`src/rtl/flags_unit_if.sv`:
```
// Bus between the execute stage and the NZCV flags writer.
// master: execute-stage side (drives the ALU op, gating and save/restore, reads flags).
// slave : flags_unit side (consumes the op, drives Flags, SavedFlags,
//         FlagsChanged and FlagWrCount).
interface flags_unit_if #(
  parameter int unsigned WIDTH = 32,
  parameter int unsigned CNT_W = 16
);
  logic             ValidE;
  logic             StallE;
  logic             FlushE;
  logic             CondExE;
  logic [1:0]       FlagWriteE;
  logic [1:0]       ALUControlE;
  logic [WIDTH-1:0] SrcAE;
  logic [WIDTH-1:0] SrcBE;
  logic             SaveFlags;
  logic             RestoreFlags;
  logic [3:0]       Flags;
  logic [3:0]       SavedFlags;
  logic             FlagsChanged;
  logic [CNT_W-1:0] FlagWrCount;

  modport master (
    output ValidE, StallE, FlushE, CondExE, FlagWriteE, ALUControlE,
           SrcAE, SrcBE, SaveFlags, RestoreFlags,
    input  Flags, SavedFlags, FlagsChanged, FlagWrCount
  );

  modport slave (
    input  ValidE, StallE, FlushE, CondExE, FlagWriteE, ALUControlE,
           SrcAE, SrcBE, SaveFlags, RestoreFlags,
    output Flags, SavedFlags, FlagsChanged, FlagWrCount
  );
endinterface

```
`src/rtl/flags_unit.sv`:
```
// NZCV condition-flags writer.
// Computes candidate N/Z/C/V from the execute-stage ALU op and commits them into
// the architectural flags register under per-field enables and pipeline gating.
// Also holds a shadow flags register for exception save/restore and a saturating
// count of committed flag writes.
// Ports:
//   clk   - system clock, rising edge
//   reset - synchronous, active-high
//   bus   - flags_unit_if.slave: ALU operands/op, enables, save/restore in;
//           Flags, SavedFlags, FlagsChanged, FlagWrCount out (all registered)
module flags_unit #(
  parameter int unsigned WIDTH = 32,
  parameter int unsigned CNT_W = 16
) (
  input  logic         clk,
  input  logic         reset,
  flags_unit_if.slave  bus
);

  localparam int unsigned SUM_W = WIDTH + 1;
  localparam int unsigned MSB   = WIDTH - 1;

  localparam logic [1:0] OP_ADD = 2'b00;
  localparam logic [1:0] OP_SUB = 2'b01;
  localparam logic [1:0] OP_AND = 2'b10;
  localparam logic [1:0] OP_ORR = 2'b11;

  localparam logic [CNT_W-1:0] CNT_MAX = {CNT_W{1'b1}};

  logic [3:0]       flags_q;
  logic [3:0]       saved_q;
  logic             changed_q;
  logic [CNT_W-1:0] count_q;

  logic             is_sub;
  logic             is_arith;
  logic [WIDTH-1:0] b_eff;
  logic [SUM_W-1:0] sum;
  logic [WIDTH-1:0] result;
  logic             cand_n;
  logic             cand_z;
  logic             cand_c;
  logic             cand_v;
  logic             wr;
  logic             wr_nz;
  logic             wr_cv;
  logic             alu_wr;
  logic [3:0]       flags_next;

  // ALU result and candidate flags; SUB reuses the adder as A + ~B + 1
  always_comb begin
    is_sub   = (bus.ALUControlE == OP_SUB);
    is_arith = (bus.ALUControlE == OP_ADD) || is_sub;
    b_eff    = is_sub ? ~bus.SrcBE : bus.SrcBE;
    sum      = {1'b0, bus.SrcAE} + {1'b0, b_eff} + SUM_W'(is_sub);
    result   = sum[WIDTH-1:0];
    case (bus.ALUControlE)
      OP_AND:  result = bus.SrcAE & bus.SrcBE;
      OP_ORR:  result = bus.SrcAE | bus.SrcBE;
      default: result = sum[WIDTH-1:0];
    endcase
    cand_n = result[MSB];
    cand_z = (result == '0);
    cand_c = sum[WIDTH];
    cand_v = (bus.SrcAE[MSB] == b_eff[MSB]) && (result[MSB] != bus.SrcAE[MSB]);
  end

  // Commit gating and next flags value; restore overrides any ALU write
  always_comb begin
    wr     = bus.ValidE && bus.CondExE && !bus.StallE && !bus.FlushE;
    wr_nz  = wr && bus.FlagWriteE[1];
    wr_cv  = wr && bus.FlagWriteE[0] && is_arith;
    alu_wr = (wr_nz || wr_cv) && !bus.RestoreFlags;
    flags_next = flags_q;
    if (bus.RestoreFlags) begin
      flags_next = saved_q;
    end else begin
      if (wr_nz) flags_next[3:2] = {cand_n, cand_z};
      if (wr_cv) flags_next[1:0] = {cand_c, cand_v};
    end
  end

  // State registers
  always_ff @(posedge clk) begin
    if (reset) begin
      flags_q   <= 4'b0000;
      saved_q   <= 4'b0000;
      changed_q <= 1'b0;
      count_q   <= '0;
    end else begin
      flags_q   <= flags_next;
      changed_q <= (flags_next != flags_q);
      // save captures pre-edge flags; a concurrent restore keeps the shadow intact
      if (bus.SaveFlags && !bus.RestoreFlags) saved_q <= flags_q;
      if (alu_wr && (count_q != CNT_MAX)) count_q <= count_q + CNT_W'(1);
    end
  end

  assign bus.Flags        = flags_q;
  assign bus.SavedFlags   = saved_q;
  assign bus.FlagsChanged = changed_q;
  assign bus.FlagWrCount  = count_q;

endmodule

```
`src/flat_wrapper.sv`:
```
// flat-port wrapper written by rule: the top's interface ports become plain ports
module flags_unit_flat 
#(
  parameter int unsigned WIDTH = 32,
  parameter int unsigned CNT_W = 16
)
  (clk, reset, bus_ValidE, bus_StallE, bus_FlushE, bus_CondExE, bus_FlagWriteE, bus_ALUControlE, bus_SrcAE, bus_SrcBE, bus_SaveFlags, bus_RestoreFlags, bus_Flags, bus_SavedFlags, bus_FlagsChanged, bus_FlagWrCount);
  flags_unit_if #(.WIDTH(WIDTH), .CNT_W(CNT_W)) bus_i ();
  input  logic clk;
  input  logic reset;
  input wire logic [$bits(bus_i.ValidE)-1:0] bus_ValidE;
  input wire logic [$bits(bus_i.StallE)-1:0] bus_StallE;
  input wire logic [$bits(bus_i.FlushE)-1:0] bus_FlushE;
  input wire logic [$bits(bus_i.CondExE)-1:0] bus_CondExE;
  input wire logic [$bits(bus_i.FlagWriteE)-1:0] bus_FlagWriteE;
  input wire logic [$bits(bus_i.ALUControlE)-1:0] bus_ALUControlE;
  input wire logic [$bits(bus_i.SrcAE)-1:0] bus_SrcAE;
  input wire logic [$bits(bus_i.SrcBE)-1:0] bus_SrcBE;
  input wire logic [$bits(bus_i.SaveFlags)-1:0] bus_SaveFlags;
  input wire logic [$bits(bus_i.RestoreFlags)-1:0] bus_RestoreFlags;
  output wire logic [$bits(bus_i.Flags)-1:0] bus_Flags;
  output wire logic [$bits(bus_i.SavedFlags)-1:0] bus_SavedFlags;
  output wire logic [$bits(bus_i.FlagsChanged)-1:0] bus_FlagsChanged;
  output wire logic [$bits(bus_i.FlagWrCount)-1:0] bus_FlagWrCount;
  assign bus_i.ValidE = bus_ValidE;
  assign bus_i.StallE = bus_StallE;
  assign bus_i.FlushE = bus_FlushE;
  assign bus_i.CondExE = bus_CondExE;
  assign bus_i.FlagWriteE = bus_FlagWriteE;
  assign bus_i.ALUControlE = bus_ALUControlE;
  assign bus_i.SrcAE = bus_SrcAE;
  assign bus_i.SrcBE = bus_SrcBE;
  assign bus_i.SaveFlags = bus_SaveFlags;
  assign bus_i.RestoreFlags = bus_RestoreFlags;
  assign bus_Flags = bus_i.Flags;
  assign bus_SavedFlags = bus_i.SavedFlags;
  assign bus_FlagsChanged = bus_i.FlagsChanged;
  assign bus_FlagWrCount = bus_i.FlagWrCount;
  flags_unit #(.WIDTH(WIDTH), .CNT_W(CNT_W)) u_core (.clk(clk), .reset(reset), .bus(bus_i));
endmodule
```
`config.mk`:
```
export PLATFORM = sky130hd
export DESIGN_NAME = flags_unit_flat
export DESIGN_NICKNAME = d
export VERILOG_FILES = /design/src/rtl/flags_unit_if.sv /design/src/rtl/flags_unit.sv /design/src/flat_wrapper.sv
export SDC_FILE = /design/constraint.sdc
export NUM_CORES = 1
export LEC_CHECK = 0
export CAP_MARGIN = 20
export CORE_MARGIN = 2
export CORE_UTILIZATION = 30
export DETAILED_ROUTE_END_ITERATION = 7
export PLACE_DENSITY_LB_ADDON = 0.15
export SLEW_MARGIN = 20
export SYNTH_ARGS = -nofsm -noshare
export SYNTH_HDL_FRONTEND = slang
export SYNTH_SLANG_ARGS = --single-unit
```
`constraint.sdc`:
```
create_clock -name clk -period 5.42 [get_ports clk]
set_input_delay 1.084 -clock clk [delete_from_list [all_inputs] [get_ports clk]]
set_output_delay 1.084 -clock clk [all_outputs]
set_load 0.02 [all_outputs]
```
# Word-level counts from Yosys, hierarchy flattened

Cells that the tools add are included.
Widths: inputs -> output; s select.

Memories kept: 0
Bits in registers: 25
RAM bits: 0
Bits of input ports: 76
Output and inout bits: 25
Memory bits (read-only): 0
Bits in latches: 0

Equal/unequal tests: 7
Reduce and logical (&&, ||, !) cells: 17
$mul: 0
Multiplexer cells: 5
Add/sub/neg operators: 3
Bitwise logic cells: 3
Shift operators: 0
Magnitude comparators: 0
Div/mod/pow operators: 0

Operator list:

| kind                  | number |
|---|---|
| $pmux 32 s2           | 1 |
| $add 32x32->33        | 1 |
| $add 33x1->33         | 1 |
| $and 32x32->32        | 1 |
| $logic_not 32->1      | 1 |
| $mux 32               | 1 |
| $not 32->32           | 1 |
| $or 32x32->32         | 1 |
| $add 16x1->16 const B | 1 |
| $ne 16x16->1 const B  | 1 |
| $logic_and 1x1->1     | 10 |
| $eq 2x2->1 const B    | 2 |
| $mux 2                | 2 |
| $mux 4                | 1 |
| $ne 4x4->1            | 1 |
| $logic_not 1->1       | 3 |
| $eq 2x1->1 const B    | 1 |
| $logic_not 2->1       | 1 |
| $logic_or 1x1->1      | 2 |
| $eq 1x1->1            | 1 |
| $ne 1x1->1            | 1 |

# Longest topological paths before layout

Gate-level depths: netlist of the first run.

Word-level depth: 10
Mapped depth: 17

# Worst setup path before layout of the first run

Ideal clock, no wire load.

Path kind: in2reg
From: input port bus_ALUControlE[1]
To: register u_core.flags_q[2] (netlist: u_core.bus.Flags[2])
Required time: 5341 ps
Data arrival time: 4683 ps
Library setup time: 79 ps
Setup slack: 657 ps
Buffers on the path: 4
Cell stages on the path: 17
Path through: buf_4 > nand2b_4 > buf_6 > clkbuf_1 > xnor2_1 > ha_1 > buf_2 > a21oi_4 > o21ai_0 > a221oi_1 > o22ai_1 > or4_1 > a2111oi_0 > nand4_1 > o41ai_4 > a221oi_2 > a211oi_2

Word-level cells in the longest chain between the ends: 8
Elaborated cells on any way between the ends: 10
Classes of those cells: add/sub (2); eq/ne (3); mux (4); reduce/logical (1)

RTL lines:

| element              | RTL line           | source |
|---|---|---|
| from (decl)          | flat_wrapper.sv:16 | `input wire logic [$bits(bus_i.ALUControlE)-1:0] bus_ALUControlE;` |
| $eq 2x1->1           | flags_unit.sv:52   | `is_sub = (bus.ALUControlE == OP_SUB);` |
| $mux 32              | flags_unit.sv:54   | `b_eff = is_sub ? ~bus.SrcBE : bus.SrcBE;` |
| $add 32x32->33       | flags_unit.sv:55   | `sum = {1'b0, bus.SrcAE} + {1'b0, b_eff} + SUM_W'(is_sub);` |
| $add 33x1->33        | flags_unit.sv:55   |  |
| $pmux 32 s2 *        | flags_unit.sv:57   | `case (bus.ALUControlE)` |
| $logic_not 32->1 *   | flags_unit.sv:63   | `cand_z = (result == '0);` |
| $mux 2 *             | flags_unit.sv:78   | `if (wr_nz) flags_next[3:2] = {cand_n, cand_z};` |
| $mux 4 *             | flags_unit.sv:75   | `if (bus.RestoreFlags) begin` |
| to (signal assigned) | flags_unit.sv:91   | `flags_q <= flags_next;` |
| to (decl)            | flags_unit.sv:30   | `logic [3:0] flags_q;` |

Mark *: on every way between the ends. The rest lies on a longest branch, timed or not.
A chain may end at the register's enable or synchronous reset.

# Final worst setup path of the first run

From: input port bus_ALUControlE[0]
To: register u_core.flags_q[2] (netlist: u_core.bus.Flags[2])

Same word-level chain as after synthesis.

==> flow_summary.json, run 1 <==
{
  "ant_nets": 0,
  "seq_area_um2": 500,
  "placed_cells": 834,
  "die_h_um": 122,
  "vias": 4727,
  "clk_latency_ns": 0.26,
  "cp_slowest_cell": "clkdlybuf4s50_1",
  "ys_warn_count": 0,
  "vias_per_cell": 5.64,
  "clock-sinks": 25,
  "grt_start_max_net_pins": 28,
  "m1WireLength_mm": 6.32,
  "endpoint_kind": "register",
  "power.leakage_uw": 0.00204,
  "drive_gt1_share_pct": 7.45,
  "synth-edff-count": 0,
  "route.met3.wl_um": 828,
  "route.met2.wl_mm": 7.37,
  "crit_chain": "clkdlybuf4s50_1 -> nand2b_4 -> buf_4 -> nor2_1 -> a21oi_1 -> fa_1 -> xnor2_1 -> nor4b_1 -> o221ai_1 -> a2111oi_0 -> and3_1 -> nand4_1 -> or4_4 -> o41ai_4 -> a221oi_2 -> a211oi_2",
  "fin_skew_ns": 0.00126,
  "synth_cell_type_count": 79,
  "design.core.area_mm2": 0.0138,
  "power.internal_uw": 547,
  "clock.fmax_mhz": 201,
  "pwr-share-clk_pct": 17.5,
  "post_cts_buffers": 0,
  "antenna_cells": 0,
  "period_minus_slack_ns": 4.97,
  "track_usage_pct": 19.7,
  "clk_pin_slew_worst_paths_ns": 0.06,
  "antenna_found_initial": 0,
  "cts_tree": "built",
  "fin_tns_setup_ns": 0,
  "ys_seq_area_share_pct": 12.0,
  "synth-seq-cells": 25,
  "peakVddDrop_mv": 0.135,
  "slew_violations": 0,
  "dr.pass1.iters": 4,
  "startpoint_type": "input port",
  "initial_utilization_pct": 30.4,
  "cp_slowest_stage_delay_ns": 0.53,
  "slew_headroom_pct": 33.1,
  "htreeDepth": 1,
  "instances_no_fill": 838,
  "fin_crit_sh_pct": 91.7,
  "synthFlopType": "dfxtp_1",
  "required_ns": 5.60,
  "wl_mm": 15.1,
  "n_fill_cell": 1478,
  "seq_power_share_pct": 19.8,
  "io_buffer_count": 100,
  "final_cell_mix": "clkdlybuf4s50_1, nor2_1, nand2_1",
  "worst_pin_slew_ns": 1.00,
  "grt_pass1_vias": 4568,
  "async_reset_ff_share_pct": 0,
  "finalSetupViolations": 0,
  "clk_path_buf_depth": 2,
  "post_cts_resized": 0,
  "drc": 0,
  "cp_max_fo": 8,
  "power_density_mw_per_mm2": 171,
  "gr-total-overflow": 0,
  "cts-buffers-inserted": 3,
  "routedWlPerCell_um": 18.0,
  "status": "finished clean",
  "p_comb_share_pct": 62.7,
  "syn_inst": 560,
  "nNetsFinal": 771,
  "syn-num-nets": 672,
  "grt_first_pass_wirelength_mm": 23.3,
  "hold_class": "register to register",
  "multi_input_area_mm2": 0.00352,
  "p_sw_uw": 402,
  "switching_share_pct": 42.4,
  "top_layer_used": "met4",
  "hold_buffers": 0,
  "holdWs_ns": 0.513,
  "num_io_pins": 101,
  "drtIter0Drc": 313,
  "die-area_mm2": 0.0149,
  "layout_commonest_cell": "clkdlybuf4s50_1",
  "hold_viol": 0,
  "cp.arrival_ns": 5.15,
  "place_hpwl_mm": 12.4,
  "synth_area_per_cell_um2": 7.47,
  "rsz0062_at_grt": "no",
  "syn-cell-area_mm2": 0.00418,
  "path_class": "input port to register",
  "gp_congestion": 0.951,
  "die_w_um": 122,
  "maxCapViolCount": 0,
  "areaGrowthSynthToFinish_pct": 32.4,
  "power_uw": 949,
  "fp-row-count": 43,
  "cts_root_buf": "clkbuf_16"
}
[per-layer routing]
| layer | global-route usage [%] | vias up |
|---|---|---|
| met4 | 8.33 | 0 |
| met1 | 24.0 | 2184 |
| met2 | 35.0 | 175 |
| met5 | 0 | - |
| met3 | 2.11 | 33 |
| li1 | - | 2335 |
[critical path, delay by kind of cell]
kind	cells	cell delay, ns
buffers and inverters	2	0.71
AOI/OAI and AO/OA	6	1.31
adders and majority gates	1	0.41
xor gates and xnor gates	1	0.15
and+or+nand+nor	6	1.48
[final timing paths]
check | from | cells past startpoint | slack [ns] | to
worst max-delay path | bus_ALUControlE[0] | 16 | 0.45 | u_core.bus.Flags[2]
worst min-delay path | u_core.bus.SavedFlags[3] | 2 | 0.51 | u_core.bus.Flags[3]
worst max register to register | u_core.bus.FlagWrCount[0] | 9 | 2.81 | u_core.bus.FlagWrCount[15]
worst min register to register | u_core.bus.SavedFlags[3] | 2 | 0.51 | u_core.bus.Flags[3]
[power groups by stage]
stage          clock network (uW)  logic [uW]  registers [uW]
2_1_floorplan                   0         380             194
3_3_place_gp                    0         593             192
3_5_place_dp                    0         584             192
4_1_cts                       170         588             188
5_1_grt                       174         648             188
6_report                      166         595             188
[layout make-up]
class | instances | area share [%]
repair buffers | 119 | 20.9
clock buffers | 3 | 1.36
well taps | 180 | 4.07
inverters | 15 | 1.02
flip-flops and latches | 25 | 9.04
clock inverters | 1 | 0.0904
multi-input cells | 495 | 63.5
[through the flow]
step                      worst slack [ns]  area [um^2]  util (%)
final                                0.450         5540      40.2
after global routing                 0.167         5540      40.2
after CTS                            0.337         5530      40.1
after detailed placement            0.0748         5450      39.5
after global placement               0.109         5450      39.5
after floorplan                      0.657         4180         -
[flip-flops by register name (all words and copies together) (netlist names)]
signal and count:
u_core.bus.FlagWrCount 16, u_core.bus.FlagsChanged 1, u_core.bus.SavedFlags 4, u_core.bus.Flags 4
[synthesized netlist by cell type (all sizes together) (6+ instances only)]
master / instances / area [um^2]
nor2: 53 / 199
nand2: 45 / 169
a21oi: 40 / 215
xnor2: 39 / 342
ha: 35 / 438
dfxtp: 25 / 500
nand4: 24 / 150
xor2: 22 / 193
o21ai: 19 / 95.1
nor4: 17 / 106
inv: 15 / 56.3
buf: 14 / 77.6
a21o: 13 / 97.6
nand3: 13 / 65.1
nor3: 12 / 60.1
clkbuf: 11 / 41.3
a31oi: 10 / 62.6
nor2b: 10 / 62.6
a211oi: 8 / 70.1
a221oi: 8 / 82.6
and3: 8 / 50.1
nand2b: 8 / 57.6
mux2i: 7 / 70.1
o21a: 7 / 52.6
a22oi: 6 / 45.0
o31ai: 6 / 68.8
or3: 6 / 37.5
[logic make-up after synthesis]
logic type,share of synthesized area [%]
buffers and inverters,4.19
XOR/XNOR,12.8
AND/OR/NAND/NOR,28.2
adder cells (fa/ha/maj),10.9
AO/OA/AOI/OAI,29.9
multiplexers,1.94
flip-flops,12.0
Power figures use the tool's default switching activity.
==> run 2: changes to the inputs <==
- CORE_MARGIN: 2 -> default
==> run 2 against run 1 <==
Against the previous run: sequential power barely moved; design area down 1.1%; clock power about the same; critical path type unchanged; critical endpoint unchanged; clock-buffer cell count unchanged; global-route usage grew 1.1 points; largest cell class unchanged; non-clock buffer count shrank 7; critical path depth shrank 1.
==> flow_summary.json, run 2 (synthesis results as in run 1) <==
{
  "num_io_pins": 101,
  "n_fill_cell": 1388,
  "post_cts_buffers": 0,
  "areaGrowthSynthToFinish_pct": 30.9,
  "path_class": "input port to register",
  "design_area_mm2": 0.00547,
  "post_cts_resized": 0,
  "status": "finished clean",
  "initial_utilization_pct": 31.2,
  "endpoint_kind": "register",
  "hold_viol": 0,
  "cp_slowest_cell": "a211oi_1",
  "rsz0062_at_grt": "no",
  "grt_first_pass_wirelength_mm": 24.1,
  "design.core.area_mm2": 0.0134,
  "track_usage_pct": 20.8,
  "cts-buffers-inserted": 3,
  "holdWs_ns": 0.512,
  "power_uw": 943,
  "clock.fmax_mhz": 196,
  "drc": 0,
  "fin_skew_ns": 0.00134,
  "fin_crit_sh_pct": 94.1,
  "crit_chain": "clkdlybuf4s50_1 -> nand2b_4 -> buf_4 -> xnor2_1 -> ha_1 -> nand2_1 -> nor3b_1 -> o31ai_2 -> a211oi_1 -> o31ai_1 -> a2111oi_0 -> nand4_1 -> o41ai_4 -> a221oi_2 -> a211oi_2",
  "power_density_mw_per_mm2": 172,
  "grt_start_max_net_pins": 28,
  "ant_nets": 0,
  "utilization_pct": 40.8,
  "antenna_cells": 0,
  "placed_cells": 823,
  "min_from": "u_core.bus.SavedFlags[3]",
  "cp_slowest_stage_delay_ns": 0.59,
  "maxCapViolCount": 0,
  "dr.pass1.iters": 5,
  "slew_violations": 0,
  "routedWlPerCell_um": 18.2,
  "die-area_mm2": 0.0144,
  "clk_path_buf_depth": 2,
  "nNetsFinal": 764,
  "largest_register_ffs": 16,
  "cp.buffers_inverters": 2,
  "drive_gt1_share_pct": 6.30,
  "io_buffer_count": 100,
  "gr-total-overflow": 0,
  "instances_no_fill": 827,
  "r2r-start": "u_core.bus.FlagWrCount[0]",
  "grt_pass1_vias": 4673,
  "wl_mm": 15.1,
  "dpl-instance-area_mm2": 0.00539,
  "vias_per_cell": 5.76,
  "cts_root_buf": "clkbuf_16",
  "hold_buffers": 0,
  "critPathLaunch": "bus_ALUControlE[1]",
  "hold_class": "register to register",
  "clk_latency_ns": 0.26,
  "crit_family": "compound AO/OA/AOI/OAI gates",
  "die_h_um": 120,
  "cts_tree": "built",
  "place_hpwl_mm": 12.6,
  "period_minus_slack_ns": 5.10,
  "slew_headroom_pct": 34.4,
  "required_ns": 5.60,
  "fp-row-count": 42,
  "gp_congestion": 0.961,
  "layout_commonest_cell": "clkdlybuf4s50_1",
  "cp_max_fo": 17,
  "finalSetupViolations": 0,
  "clock-sinks": 25,
  "peakVddDrop_mv": 0.139,
  "cp.arrival_ns": 5.28,
  "antenna_found_initial": 0,
  "die_w_um": 120,
  "htreeDepth": 1,
  "worst_pin_slew_ns": 0.981,
  "drtIter0Drc": 321,
  "final_cell_mix": "clkdlybuf4s50_1, nor2_1, nand2_1",
  "power.leakage_uw": 0.00201,
  "clk_pin_slew_worst_paths_ns": 0.06,
  "startpoint_type": "input port",
  "vias": 4764
}
==> run 2: changes by cell type in the layout (fill, tap and decap cells not counted) <==
cell,before,now
nor4b_1,5,4
a211oi_2,3,2
a211oi_1,5,6
buf_4,18,11
a221oi_2,3,2
nor4b_2,0,1
a221oi_1,5,6
==> run 2: power breakdown <==
group          internal (uW)  switching (uW)  leakage [uW]
registers                186            2.41      0.000202
clock network           99.7            68.7     0.0000409
logic                    254             332       0.00177
==> run 2: final timing paths <==
kind | endpoint | slack, ns | cells past startpoint
max | u_core.bus.Flags[2] | 0.32 | 15
min | u_core.bus.Flags[3] | 0.51 | 2
max reg2reg | u_core.bus.FlagWrCount[13] | 2.82 | 9
min reg2reg | u_core.bus.Flags[3] | 0.51 | 2
==> run 2: stage by stage <==
| stage | TNS [ns] | setup WS [ns] |
|---|---|---|
| 4_1_cts | 0 | 0.107 |
| 6_report | 0 | 0.319 |
| 5_1_grt | 0 | 0.0286 |
| 3_5_place_dp | -0.296 | -0.157 |
| 3_3_place_gp | -0.721 | -0.361 |
| 2_1_floorplan | 0 | 0.657 |
==> run 2: cell type report <==
cell class	instances	area, um^2	share of cell area [%]
clock inverters	1	5.00	0.0914
clock buffers	3	75.1	1.37
well taps	176	220	4.02
flip-flops and latches	25	500	9.14
multi-input cells	495	3510	64.2
repair buffers	112	1100	20.2
inverters	15	56.3	1.03
==> run 2: worst min-delay path: cells and delay by family (launching register included) <==
family,cells,cell delay (ns)
DFF,1,0.35
and+or+nand+nor,1,0.07
AOI/OAI and AO/OA,1,0.05
==> run 2: per-layer routing <==
layer / GRT usage (%) / share of wire (%)
met1: 26.2 / 43
met3: 1.81 / 5.3
met4: 7.73 / 2.7
met5: 0 / 0
met2: 36.5 / 48
